--- config.mk ---
export PLATFORM = sky130hd
export DESIGN_NAME = deser_packet_sequencer
export DESIGN_NICKNAME = d
export VERILOG_FILES = /design/src/rtl/deser_pkg.sv /design/src/rtl/deser_watchdog.sv /design/src/rtl/deser_packet_sequencer.sv
export SDC_FILE = /design/constraint.sdc
export NUM_CORES = 1
export LEC_CHECK = 0
export BUFFER_PORTS_ARGS = -buffer_cell sky130_fd_sc_hd__buf_4
export CELL_PAD_IN_SITES_DETAIL_PLACEMENT = 1
export CELL_PAD_IN_SITES_GLOBAL_PLACEMENT = 1
export CORE_ASPECT_RATIO = 0.9
export CORE_MARGIN = 5
export CORE_UTILIZATION = 30
export DETAILED_ROUTE_END_ITERATION = 7
export MAX_ROUTING_LAYER = met4
export PLACE_DENSITY = 0.63
export SYNTH_ARGS = -nofsm -noshare
export SYNTH_HDL_FRONTEND = slang
export SYNTH_HIERARCHICAL = 1
export SYNTH_SLANG_ARGS = --single-unit
--- constraint.sdc ---
create_clock -name clock -period 2.95 [get_ports clock]
set_clock_uncertainty 0.1 [all_clocks]
set_input_delay 0.295 -clock clock [delete_from_list [all_inputs] [get_ports clock]]
set_output_delay 0.295 -clock clock [all_outputs]
set_load 0.02 [all_outputs]
--- src/rtl/deser_pkg.sv ---
// -----------------------------------------------------------------------------
// deser_pkg
// Shared definitions for the deserializer packet sequencer:
//   - seq_state_t : sequencer state encoding (IDLE, ARM, COLLECT, HOLD)
//   - DEF_*       : default word/packet widths and watchdog limit
//   - cnt_width() : width of a counter indexing n items, never below 1 bit
// -----------------------------------------------------------------------------
package deser_pkg;

    localparam int DEF_WORD_SIZE      = 8;
    localparam int DEF_DATA_LENGTH    = 16;
    localparam int DEF_TIMEOUT_CYCLES = 64;

    typedef enum logic [1:0] {
        ST_IDLE    = 2'd0,
        ST_ARM     = 2'd1,
        ST_COLLECT = 2'd2,
        ST_HOLD    = 2'd3
    } seq_state_t;

    function automatic int cnt_width(input int n);
        return (n > 1) ? $clog2(n) : 1;
    endfunction

endpackage

--- src/rtl/deser_watchdog.sv ---
// -----------------------------------------------------------------------------
// deser_watchdog
// Loadable down-counter. Reloads to LOAD_VALUE on `load`, decrements while
// `count_en` is high and pulses `expire` in the cycle it steps from 1 to 0.
// A load in the same cycle as a count takes priority (no expire).
//
// Ports:
//   clock    in  : rising-edge clock
//   reset    in  : asynchronous, active-low reset (counter cleared)
//   load     in  : reload counter to LOAD_VALUE
//   count_en in  : decrement enable
//   expire   out : one-cycle pulse when the count runs out
// -----------------------------------------------------------------------------
module deser_watchdog #(
    parameter int LOAD_VALUE = 64
) (
    input  logic clock,
    input  logic reset,
    input  logic load,
    input  logic count_en,
    output logic expire
);

    localparam int CW = $clog2(LOAD_VALUE + 1);

    logic [CW-1:0] cnt_q;
    logic [CW-1:0] cnt_d;

    always_comb begin
        cnt_d  = cnt_q;
        expire = 1'b0;
        if (load) begin
            cnt_d = CW'(LOAD_VALUE);
        end else if (count_en && (cnt_q != '0)) begin
            cnt_d  = cnt_q - CW'(1);
            expire = (cnt_q == CW'(1));
        end
    end

    always_ff @(posedge clock or negedge reset) begin
        if (!reset) begin
            cnt_q <= '0;
        end else begin
            cnt_q <= cnt_d;
        end
    end

endmodule

--- src/rtl/deser_packet_sequencer.sv ---
// -----------------------------------------------------------------------------
// deser_packet_sequencer
// Sequences an external word deserializer: pulses its start, collects
// DATA_LENGTH/WORD_SIZE words (first word in the MSBs) into one packet
// register and offers the packet downstream.
//
// Handshake: pkt_valid/pkt_ready -- a packet transfers on a rising edge where
// both are high; pkt_valid stays high and pkt_data stays stable until then,
// and pkt_ready may be high before pkt_valid rises.
//
// Optional feature macro: DESER_SEQ_TIMEOUT_EN adds a watchdog that aborts a
// stalled COLLECT after TIMEOUT_CYCLES and sets timeout_err. Without it the
// sequencer waits indefinitely and timeout_err is tied low.
//
// Ports:
//   clock, reset       : clock (rising edge), async active-low reset
//   enable             : permits new deserializer runs
//   err_clr            : pulse clearing the sticky error flags
//   deser_busy         : deserializer busy
//   deser_rco          : deserializer word-complete pulse
//   deser_data         : deserializer word, valid with deser_rco
//   deser_start        : one-cycle start pulse to the deserializer
//   pkt_data/pkt_valid : assembled packet and its valid flag
//   pkt_ready          : consumer accepts the packet
//   active             : high outside IDLE
//   overrun            : sticky, word arrived when none was expected
//   timeout_err        : sticky, run aborted by the watchdog
//   state_dbg          : current sequencer state (seq_state_t encoding)
// -----------------------------------------------------------------------------
module deser_packet_sequencer
    import deser_pkg::*;
#(
    parameter int DATA_LENGTH    = DEF_DATA_LENGTH,
    parameter int WORD_SIZE      = DEF_WORD_SIZE,
    parameter int TIMEOUT_CYCLES = DEF_TIMEOUT_CYCLES
) (
    input  logic                   clock,
    input  logic                   reset,
    input  logic                   enable,
    input  logic                   err_clr,
    input  logic                   deser_busy,
    input  logic                   deser_rco,
    input  logic [WORD_SIZE-1:0]   deser_data,
    output logic                   deser_start,
    output logic [DATA_LENGTH-1:0] pkt_data,
    output logic                   pkt_valid,
    input  logic                   pkt_ready,
    output logic                   active,
    output logic                   overrun,
    output logic                   timeout_err,
    output logic [1:0]             state_dbg
);

    localparam int WORDS  = DATA_LENGTH / WORD_SIZE;
    localparam int WCNT_W = cnt_width(WORDS);
    localparam logic [WCNT_W-1:0] LAST_WCNT = WCNT_W'(WORDS - 1);

    seq_state_t             state_q;
    seq_state_t             state_d;
    logic [WCNT_W-1:0]      wcnt_q;
    logic [WCNT_W-1:0]      wcnt_d;
    logic [DATA_LENGTH-1:0] pkt_data_q;
    logic [DATA_LENGTH-1:0] pkt_data_d;
    logic                   overrun_q;
    logic                   overrun_d;

    logic overrun_set;
    logic timeout_set;
    logic wd_load;
    logic wd_count;
    logic wd_expire;

    // Next-state and datapath updates.
    always_comb begin
        state_d     = state_q;
        wcnt_d      = wcnt_q;
        pkt_data_d  = pkt_data_q;
        overrun_set = 1'b0;
        timeout_set = 1'b0;
        wd_load     = 1'b0;
        wd_count    = 1'b0;

        unique case (state_q)
            ST_IDLE: begin
                overrun_set = deser_rco;
                if (enable && !deser_busy) begin
                    state_d = ST_ARM;
                end
            end
            ST_ARM: begin
                overrun_set = deser_rco;
                wcnt_d      = '0;
                wd_load     = 1'b1;
                state_d     = ST_COLLECT;
            end
            ST_COLLECT: begin
                wd_count = 1'b1;
                if (deser_rco) begin
                    wd_load = 1'b1;
                    // Slot 0 is the MSB word; a constant-indexed loop keeps
                    // the write a plain mux per slot.
                    for (int i = 0; i < WORDS; i++) begin
                        if (wcnt_q == WCNT_W'(i)) begin
                            pkt_data_d[DATA_LENGTH-1-i*WORD_SIZE -: WORD_SIZE] = deser_data;
                        end
                    end
                    if (wcnt_q == LAST_WCNT) begin
                        state_d = ST_HOLD;
                    end else begin
                        wcnt_d = wcnt_q + WCNT_W'(1);
                    end
                end else if (wd_expire) begin
                    // Stalled run: drop the partial packet, never offer it.
                    timeout_set = 1'b1;
                    pkt_data_d  = '0;
                    state_d     = ST_IDLE;
                end
            end
            ST_HOLD: begin
                overrun_set = deser_rco;
                if (pkt_ready) begin
                    state_d = ST_IDLE;
                end
            end
            default: begin
                state_d = ST_IDLE;
            end
        endcase

        // A new error in the clearing cycle wins over the clear.
        overrun_d = (overrun_q && !err_clr) || overrun_set;
    end

    always_ff @(posedge clock or negedge reset) begin
        if (!reset) begin
            state_q    <= ST_IDLE;
            wcnt_q     <= '0;
            pkt_data_q <= '0;
            overrun_q  <= 1'b0;
        end else begin
            state_q    <= state_d;
            wcnt_q     <= wcnt_d;
            pkt_data_q <= pkt_data_d;
            overrun_q  <= overrun_d;
        end
    end

`ifdef DESER_SEQ_TIMEOUT_EN
    logic timeout_q;
    logic timeout_d;

    deser_watchdog #(
        .LOAD_VALUE(TIMEOUT_CYCLES)
    ) u_watchdog (
        .clock   (clock),
        .reset   (reset),
        .load    (wd_load),
        .count_en(wd_count),
        .expire  (wd_expire)
    );

    always_comb begin
        timeout_d = (timeout_q && !err_clr) || timeout_set;
    end

    always_ff @(posedge clock or negedge reset) begin
        if (!reset) begin
            timeout_q <= 1'b0;
        end else begin
            timeout_q <= timeout_d;
        end
    end

    assign timeout_err = timeout_q;
`else
    logic unused_watchdog;

    assign wd_expire       = 1'b0;
    assign timeout_err     = 1'b0;
    assign unused_watchdog = wd_load ^ wd_count ^ timeout_set ^ (TIMEOUT_CYCLES == 0);
`endif

    // Outputs are decodes of registered state only, so no input reaches an
    // output combinationally.
    assign deser_start = (state_q == ST_ARM);
    assign pkt_valid   = (state_q == ST_HOLD);
    assign active      = (state_q != ST_IDLE);
    assign pkt_data    = pkt_data_q;
    assign overrun     = overrun_q;
    assign state_dbg   = state_q;

endmodule

## Yosys cells after proc, flatten, opt, wreduce, memory -nomap -nowiden

Cells that the tools add are included.

- Reduce and logical (&&, ||, !) cells: 13
- Bitwise logic cells: 1
- Muxes and demuxes: 9
- Eq/ne operators: 7
- $add $sub $neg: 1

Operators with widths:

| operator | number |
|---|---|
| two-way mux 2 bit | 4 |
| one-hot mux 2 bit (4 select lines) | 1 |
| != test 2 bit (second input constant) | 3 |
| AND reduction 3 bit | 2 |
| equality test 2 bit (second input constant) | 2 |
| AND reduction 4 bit | 1 |
| nonzero test 2 bit | 2 |
| two-way mux 1 bit | 3 |
| OR reduction 3 bit | 1 |
| equality test 2 x 1 -> 1 bit (second input constant) | 1 |
| logical AND 1 bit | 2 |
| logical NOT 1 bit | 2 |
| logical NOT 2 bit | 1 |
| != test 2 x 1 -> 1 bit (second input constant) | 1 |
| one-hot mux 1 bit (2 select lines) | 1 |
| AND reduction 2 bit | 1 |
| adder 1 bit (second input constant) | 1 |
| logical OR 1 bit | 1 |
| NOT 1 bit | 1 |

- Register bits: 20
- Word-level logic and storage cells: 36
- Output and inout bits: 23
- Bits of input ports: 15

## Longest topological paths before layout

Gate-level depths: netlist of the first run.

- Depth in word-level cells: 4
- Gate-level depth with buffers: 4
- Depth with buffers taken out: 4

## Worst setup path after synthesis of the first run

No wires, ideal clock.

- Path kind: register to register
- Start: register state_q[0], in the netlist state_dbg[0]
- End: register state_q[1], in the netlist state_dbg[1]
- Library setup time: 0.125 ns
- Cell stages (with the launch flop): 5
- Path buffers: 0
- Required time: 2.725 ns
- Path slack: 1.183 ns
- Arrival time: 1.542 ns
- Clock period less this slack: 1.767 ns
- Cells stage by stage: dfrtp_1 > ha_1 > and2b_1 > a221o_1 > mux2_4

- Cells in the longest elaborated chain, start to end: 3
- Elaborated cells on any way between the ends: 10
- Classes of those cells: eq/ne (7); mux (1); reduce/logical (2)

Ends and longest elaborated chain:

| what | RTL line | source |
|---|---|---|
| start: declaration | deser_packet_sequencer.sv:58 | `seq_state_t state_q;` |
| start signal: assignment | deser_packet_sequencer.sv:141 | `state_q <= state_d;` |
| equality test 2 bit * | n/a |  |
| net pkt_valid | deser_packet_sequencer.sv:46 | `output logic pkt_valid,` |
| != test 2 x 1 -> 1 bit (no source line) | n/a |  |
| AND reduction 4 bit (no source line) | n/a |  |

Mark *: on every way through the listed nets, which the timed path passes. The rest lies on a longest branch.
A chain may end at the register's enable or synchronous reset.

## Worst setup path after layout of the first run

- Start: register state_q[0], in the netlist state_dbg[0]
- End: register state_q[1], in the netlist state_dbg[1]

- Cells in the longest elaborated chain, start to end: 3
- Elaborated cells on any way between the ends: 10
- Classes of those cells: eq/ne (7); mux (1); reduce/logical (2)

Ends and longest elaborated chain:

| what |
|---|
| equality test 2 bit, or another cell as far along |
| != test 2 bit (no source line) / != test 2 x 1 -> 1 bit (equally long branches) |
| AND reduction 4 bit (no source line) |

Parallel ways exist; a longest one is shown, timed or not.

==> impl_metrics.toml, run 1 <==
[outcome]
status = "completed"

[die]
num_rows = 18
die_area_um2 = 4080
core-area_um2 = 2770
die_w_um = 66.8
io_pins = 38
initial_utilization_pct = 31.4
die_y_um = 61.1

[synth]
yosysMostFrequentCell = "dfrtp_1"
synthCells = 61
syn-cell-area_um2 = 870
synthFlopType = "dfrtp_1"
synthTopCellsByCount = "dfrtp_1 (20), mux2_2 (16), inv_1 (6)"
syn-num-nets = 81
yosys_warnings = 6
yosysTopAreaCell = "dfrtp_1"
syn_area_per_cell_um2 = 14.3
yosysTopAreaCellShare_pct = 57.6
ys_seq_area_share_pct = 57.6
ys_types = 16
synth_area_leaders = "dfrtp_1 (58%), mux2_2 (21%), ha_1 (7.2%)"
synth-async-reset-ratio_pct = 100
synth_edf_count = 0
ys_ff_latch = 20

[grt]
grt_remaining_overflow = 0
grt_pass1_vias = 681
antenna_found_initial = 0
track_usage_pct = 11.2
grt_pass1_wl_um = 3240
grt_max_degree = 21

[placement]
place_area_um2 = 1180
io_buffers = 36
place_inst = 136
dp_hpwl_um = 1550
gp_congestion = 0.678

[clock_tree]
post-cts-setup-buffer-count = 0
ctsResizeCount = 0
path_clk_slew_ns = 0.11
cts_tree = "yes"
clockBufferDepth = 2
ctsHoldBuffers = 1
worstSkewPairLatency_ns = 0.30
root_buffer = "clkbuf_4"
cts_inserted_buffers = 3
cts_htree_levels = 1
cts.sinks = 20

[sta]
fin_crit_ns = 1.69
fmax_mhz = 591
fin_crit_sh_pct = 57.4
finalHoldViolCount = 0
finalSetupViolCount = 0
slew_violations = 0
rsz0062_at_grt = "no"
timing.setup.tns_ns = 0

[pwr]
totalPowerFinal_mw = 1.43
powerDensity_nw_per_um2 = 1160
power.leakage_nw = 0.611
peakVddDrop_v = 0.000481

[detailed_routing]
vias = 615
post-route-drc-count = 0
antenna_left = 0
viasPerCell = 4.36
wl_per_cell_um = 14.3
wirelength_um = 2010
first_iter_violations = 7
drt_pass1_iterations = 2

[hold_path]
min_path_type = "in -> reg"

[finish]
fin_util_pct = 44.4
syn_to_final_growth_pct = 41.3
n_antenna_cell = 0
drive_gt1_share_pct = 58.4
fin_area_um2 = 1230
fillers = 304
final_cells = 141
finalNetCount = 122

[flow_run]
maxCapViolations = 0

[critical_path]
cp.arrival_ns = 1.79
worst_setup_path_end_kind = "flop"
start_kind = "flop"
criticalPathCategory = "reg -> reg"
cp.required_ns = 3.04
crit_fanout = 6
flip-flops by register name, summed over array words and instances (netlist names):
register and flops:
overrun 1, wcnt_q 1, state_dbg 2, pkt_data 16
routing by layer:
| layer | wire [um] | GRT usage [%] | up-vias |
|---|---|---|---|
| met4 | 21 | 2.61 | 0 |
| met5 | 0 | - | - |
| met3 | 113 | 3.65 | 2 |
| li1 | - | - | 289 |
| met2 | 1060 | 18.5 | 21 |
| met1 | 818 | 13.4 | 303 |
placed cells by master (no fill, tap or decap):
| cell type | Yosys | layout |
|---|---|---|
| o21ai_0 | 2 | 2 |
| ha_1 | 5 | 5 |
| buf_4 | 1 | 36 |
| mux2_4 | 1 | 1 |
| a221o_1 | 1 | 1 |
| nand2_1 | 1 | 1 |
| mux2_2 | 16 | 16 |
| o22ai_1 | 1 | 1 |
| conb_1 | 1 | 1 |
| clkbuf_4 | 0 | 3 |
| nand2b_1 | 1 | 1 |
| and2b_1 | 1 | 1 |
| a21oi_1 | 1 | 1 |
| a2111oi_0 | 1 | 1 |
| clkbuf_8 | 0 | 1 |
| inv_1 | 6 | 6 |
| dfrtp_1 | 20 | 20 |
| nand3_2 | 2 | 2 |
| dlygate4sd3_1 | 0 | 1 |
critical path, stage by stage (launching register included):
cell     delay, ns
dfrtp_1       0.41
inv_1         0.11
ha_1          0.29
a221o_1       0.38
mux2_4        0.30
through the flow:
stage          setup WS [ns]  hold WS [ns]
3_5_place_dp            1.28        0.0912
2_1_floorplan           1.18        -0.101
3_3_place_gp            1.32        0.0917
5_1_grt                 1.15        0.0371
6_report                1.26        0.0580
4_1_cts                 1.25        0.0392
area by class of cell:
cell class                      instances  area (um^2)  area share [%]
Multi-Input combinational cell         34          339            27.6
Timing Repair Buffer                   37          280            22.8
Sequential cell                        20          500            40.7
Clock buffer                            4         36.3            2.95
Inverter                                6         22.5            1.83
Tap cell                               40         50.0            4.07
where the power goes:
group	internal [mW]	switching, mW
logic	0.376	0.396
clock network	0.0752	0.0829
registers	0.413	0.0833
cell families (layout without fill, tap and decap cells):
group | after synthesis | in the layout | synth area share (%)
other | 1 | 1 | 0.431
DFF | 20 | 20 | 57.6
buffers and inverters | 7 | 47 | 3.45
adders and majority gates | 5 | 5 | 7.19
muxes | 17 | 17 | 22.4
AOI/OAI and AO/OA | 6 | 6 | 4.60
and+or+nand+nor | 5 | 5 | 4.32
path summary, 6_finish.rpt:
| check | from | endpoint | slack (ns) | cells after the start |
|---|---|---|---|---|
| max | state_dbg[0] | state_dbg[1] | 1.26 | 4 |
| min | err_clr | overrun | 0.06 | 2 |
| max reg2reg | state_dbg[0] | state_dbg[1] | 1.26 | 4 |
| min reg2reg | pkt_data[5] | pkt_data[5] | 0.42 | 1 |
| max in group asynchronous | reset | pkt_data[11] | 2.23 | 2 |
| min in group asynchronous | reset | wcnt_q | 0.31 | 2 |
Power figures use the tool's default switching activity.
==> run 2, diff against run 1 <==
ABC_AREA = 1   (was unset)
PLACE_DENSITY = 0.69   (was 0.63)
clock period = 1.5 ns   (was 2.95 ns; I/O delays follow)
==> run 2 against run 1 <==
Net effect:
- clock power rose by 70%
- largest cell class unchanged
- sequential share of layout area fell by 5.1 points
- worst setup slack got worse by 1.2 ns
- register-to-register slack got worse by 1.2 ns
- area after synthesis rose by 5.9%
- count of clock-buffer cells in the layout did not move
- critical path type is now reg -> out
- first-iteration DRC count rose by 57%
- worst hold slack got worse by 0.050 ns
- critical endpoint is now deser_start
==> impl_metrics.toml, run 2 <==
[outcome]
status = "completed"

[clock_tree]
cts_tree = "yes"
cts.sinks = 20
cts_htree_levels = 1
worstSkewPairLatency_ns = 0.30
root_buffer = "clkbuf_4"
path_clk_slew_ns = 0.11
cts_inserted_buffers = 3
clockBufferDepth = 2

[critical_path]
regToRegStartpoint = "state_dbg[0]"
criticalPathCategory = "reg -> out"
cp.arrival_ns = 1.19
path_cells = "buf_4 > ha_2 > buf_6"
cp-startpoint = "state_dbg[0]"
crit_fanout = 4
slowest_stage = "dfrtp_2"
worst_setup_path_end_kind = "output port"
cp_slowest_stage_delay_ns = 0.43
r2r_slack_ns = 0.06
start_kind = "flop"
cp.required_ns = 1.25

[detailed_routing]
wl_per_cell_um = 12.9
vias = 824
first_iter_violations = 11
wirelength_um = 2450
viasPerCell = 4.36
antenna_left = 0
post-route-drc-count = 0
drt_pass1_iterations = 4

[synth]
yosysTopAreaCellShare_pct = 54.3
synthTopCellsByCount = "nand2_1 (31), dfrtp_1 (20), inv_1 (16)"
synth_area_leaders = "dfrtp_1 (54%), nand2_1 (13%), o21ai_2 (7.6%)"
ys_ff_latch = 20
yosysMostFrequentCell = "nand2_1"
synthFlopType = "dfrtp_1"
syn_area_per_cell_um2 = 9.30
synthCells = 99
synth_edf_count = 0
yosysTopAreaCell = "dfrtp_1"
ys_seq_area_share_pct = 54.3
yosys_warnings = 6
syn-num-nets = 119
synth-async-reset-ratio_pct = 100
ys_types = 14
syn-cell-area_um2 = 921

[finish]
final_cells = 189
fillers = 366
finalNetCount = 168
largest_reg_flops = 16
n_antenna_cell = 0
syn_to_final_growth_pct = 53.4
fin_area_um2 = 1410
drive_gt1_share_pct = 46.3
final_common_cell = "buf_4"
layout_common_cells = "buf_4 (39), nand2_1 (27), dfrtp_1 (18)"

[sta]
fin_crit_ns = 1.44
finalSetupViolCount = 0
finalHoldViolCount = 0
slew_violations = 0
fmax_mhz = 692
fin_crit_sh_pct = 96.3
rsz0062_at_grt = "yes"
hold_ws_ns = 0.00814
setup_slack_ns = 0.0552

[grt]
grt_remaining_overflow = 0
track_usage_pct = 12.7
antenna_found_initial = 0
grt_pass1_vias = 818
grt_pass1_wl_um = 4080
grt_max_degree = 21

[pwr]
powerDensity_nw_per_um2 = 2060
power.leakage_nw = 0.754
peakVddDrop_v = 0.000940

[placement]
place_inst = 176
io_buffers = 36
place_area_um2 = 1270
dp_hpwl_um = 1910
gp_congestion = 0.804
dp_slack_ns = 0.0740

[die]
io_pins = 38
die_w_um = 68.4
core-area_um2 = 3000
die_y_um = 62.6
num_rows = 19
initial_utilization_pct = 30.7
die_area_um2 = 4280

[hold_path]
min_from = "deser_data[4]"
min_path_type = "in -> reg"

[flow_run]
maxCapViolations = 0
[run 2: cell count changes in the layout (fill, tap and decap cells not counted), sizes merged, moves of 2 or more]
cell         before  now
o21ai             2   17
buf              36   43
nand2             1   31
nand4             0    2
mux2             17    0
dlygate4sd3       1    4
inv               6   16
[run 2: critical path: cells and delay by family, from the launching register on]
family,cells,cell delay [ns]
fa+ha+maj,1,0.19
flops,1,0.43
buf+inv,2,0.28
[run 2: what timing repair did]
action,in CTS,in global routing
hold buffers,3,1
resized for setup,2,7
endpoints found under the setup margin,3,9
hold endpoints to repair,22,1
setup buffers,3,1
cloned,0,1
[run 2: worst paths after layout]
kind                           endpoint  depth (start not counted)
max in group asynchronous  state_dbg[1]                          2
setup / recovery            deser_start                          3
hold / removal             pkt_data[12]                          3
setup reg to reg           pkt_data[12]                          7
min in group asynchronous   pkt_data[3]                          2
hold reg to reg            pkt_data[15]                          2
[run 2: power breakdown]
group	internal [mW]	total, mW	switching [mW]
sequential	0.787	0.949	0.162
clock	0.104	0.268	0.164
combinational	0.778	1.69	0.916
total	1.67	2.91	1.24
[run 2: cells by family (layout without fill, tap and decap cells)]
family / Yosys count / count (layout) / share of synthesized area [%]
buffers and inverters: 20 / 68 / 10.2
AND/OR/NAND/NOR: 36 / 36 / 15.8
flip-flops: 20 / 20 / 54.3
other: 1 / 1 / 0.407
adder cells (fa/ha/maj): 5 / 5 / 6.79
AO/OA/AOI/OAI: 17 / 17 / 12.5
[run 2: routing by layer]
layer	up-vias	track usage (%)	share of wire (%)
li1	404	-	-
met1	399	15.0	42
met2	19	21.0	53
met3	2	3.60	4.1
met4	0	2.98	0.90
met5	-	-	0
[run 2: through the flow]
stage               setup TNS (ns)  total power, mW  utilization (%)
global route               -0.0330             3.14             47.2
finish                           0             2.91             47.2
floorplan                  -0.0520             1.85                -
CTS                              0             2.87             45.2
global placement                 0             2.43             42.3
detailed placement               0             2.52             42.3
[run 2: cell type report]
cell class / instances / area, um^2 / area share [%]
Timing Repair Buffer: 48 / 412 / 29.1
Multi-Input combinational cell: 59 / 359 / 25.4
Sequential cell: 20 / 503 / 35.6
Inverter: 16 / 60.1 / 4.25
Clock buffer: 4 / 26.3 / 1.86
Tap cell: 42 / 52.6 / 3.72
==> run 3, diff against run 2 <==
ABC_AREA = unset   (was 1)
PLACE_DENSITY = 0.66   (was 0.69)
==> run 3 against run 2 <==
Net effect:
- the run now ends with setup timing left
- routed wire length fell by 9.4%
- clock power rose by 14%
- via count fell by 19%
- first-iteration DRC count fell by 73%
- core utilization rose by 4.6 points
- worst setup slack got worse by 0.19 ns
- design area rose by 1.4%
- largest power group unchanged
==> impl_metrics.toml, run 3 (synthesis results as in run 1) <==
[sta]
timing.setup.tns_ns = -0.354
finalSetupViolCount = 14
slew_violations = 0
fmax_mhz = 610
fin_crit_ns = 1.64
rsz0062_at_grt = "yes"
fin_crit_sh_pct = 109
setup_slack_ns = -0.139
finalHoldViolCount = 0

[placement]
gp_congestion = 0.800
io_buffers = 36
place_inst = 140
dp_hpwl_um = 1610

[pwr]
powerDensity_nw_per_um2 = 2190
peakVddDrop_v = 0.000953
power.leakage_nw = 0.674

[finish]
final_common_cell = "buf_4"
final_cells = 155
drive_gt1_share_pct = 63.5
syn_to_final_growth_pct = 64.7
finalNetCount = 136
n_antenna_cell = 0
layout_common_cells = "buf_4 (37), dfrtp_1 (18), mux2_2 (16)"
largest_reg_flops = 16

[detailed_routing]
drt-met1-wl_um = 848
vias = 671
wl_met2_um = 1240
wirelength_um = 2220
wl_per_cell_um = 14.3
top_layer_used = "met4"
first_iter_violations = 3
post-route-drc-count = 0
viasPerCell = 4.33
antenna_left = 0
wl_met3_um = 98
drt_pass1_iterations = 2

[critical_path]
crit_buf_inv = 0
regToRegStartpoint = "state_dbg[1]"
cp.depth = 4
path_delay_family = "flip-flops"
criticalPathCategory = "reg -> reg"
cp.arrival_ns = 1.73
cp-startpoint = "state_dbg[1]"
path_cells = "ha_4 > and2b_1 > a221o_1 > mux2_4"
worst_setup_path_end_kind = "flop"
slowest_stage = "dfrtp_2"
crit_fanout = 5
cp.required_ns = 1.59
cp_slowest_stage_delay_ns = 0.47
rr_worst_depth = 4
start_kind = "flop"
r2r_slack_ns = -0.14

[clock_tree]
cts_tree = "yes"
cts_htree_levels = 1
worstSkewPairLatency_ns = 0.29
path_clk_slew_ns = 0.11
root_buffer = "clkbuf_4"
cts.sinks = 20
cts_inserted_buffers = 3
clockBufferDepth = 2

[hold_path]
hold_depth = 3
min_path_type = "in -> reg"
min_from = "deser_rco"

[die]
num_rows = 18
initial_utilization_pct = 31.4
die_w_um = 66.8
io_pins = 38
core-area_um2 = 2770
die_y_um = 61.1
die_area_um2 = 4080

[grt]
grt_max_degree = 21
grt_pass1_wl_um = 3440
grt_pass1_vias = 730
track_usage_pct = 11.8
antenna_found_initial = 0
grt_remaining_overflow = 0

[outcome]
status = "finished, violations left"
failed_checks = "setup timing"

[flow_run]
maxCapViolations = 0
[run 3: changes by cell type in the layout (fill, tap and decap cells not counted), sizes merged, moves of 2 or more]
cell,previous run,this run
buf,43,41
dlygate4sd3,4,10
inv,16,6
mux2,0,17
nand2,31,1
nand4,2,0
o21ai,17,2
[run 3: repair_timing]
action | CTS | global route
buffers inserted | 0 | 1
endpoints found under the hold margin | 37 | 0
setup endpoints to repair | 20 | 20
hold buffers | 10 | 0
resized for setup | 1 | 13
pin swaps | 0 | 2
[run 3: per-layer routing]
| layer | global-route usage (%) | vias to the layer above |
|---|---|---|
| met5 | - | - |
| met4 | 3.48 | 0 |
| met3 | 3.28 | 2 |
| met2 | 19.9 | 18 |
| met1 | 13.9 | 334 |
| li1 | - | 317 |
[run 3: worst paths after layout]
check	to
min in group asynchronous	pkt_data[15]
max in group asynchronous	state_dbg[1]
hold / removal	overrun
hold reg to reg	pkt_data[15]
setup / recovery	state_dbg[1]
setup reg to reg	state_dbg[1]
[run 3: per-stage QoR]
step	util [%]	total power [mW]	hold WS, ns	cell area (um^2)	setup slack (ns)
2_1_floorplan	-	1.92	-0.246	887	-0.132
3_3_place_gp	44.4	2.61	-0.0544	1230	-0.0660
3_5_place_dp	44.4	2.66	-0.0568	1230	-0.0902
4_1_cts	49.4	3.00	0.0169	1370	-0.110
5_1_grt	51.7	3.35	0.0212	1430	-0.169
6_report	51.7	3.14	0.0406	1430	-0.139
[run 3: layout make-up]
class / count / area [um^2]
inverter: 6 / 25.0
sequential: 20 / 503
fill: 280 / 1340
multi-input combinational: 34 / 395
clock buffer: 4 / 36.3
timing repair buffer: 51 / 423
tap: 40 / 50.0
[run 3: worst min-delay path: stages]
cell and delay, ns:
buf_4 0.14, inv_1 0.05, o22ai_1 0.06
[run 3: report_power, final]
part | switching [mW] | internal (mW) | leakage [nW]
Sequential | 0.196 | 0.818 | 0.237
Clock | 0.157 | 0.148 | 0.0210
Combinational | 0.885 | 0.935 | 0.416
Total | 1.24 | 1.90 | 0.674
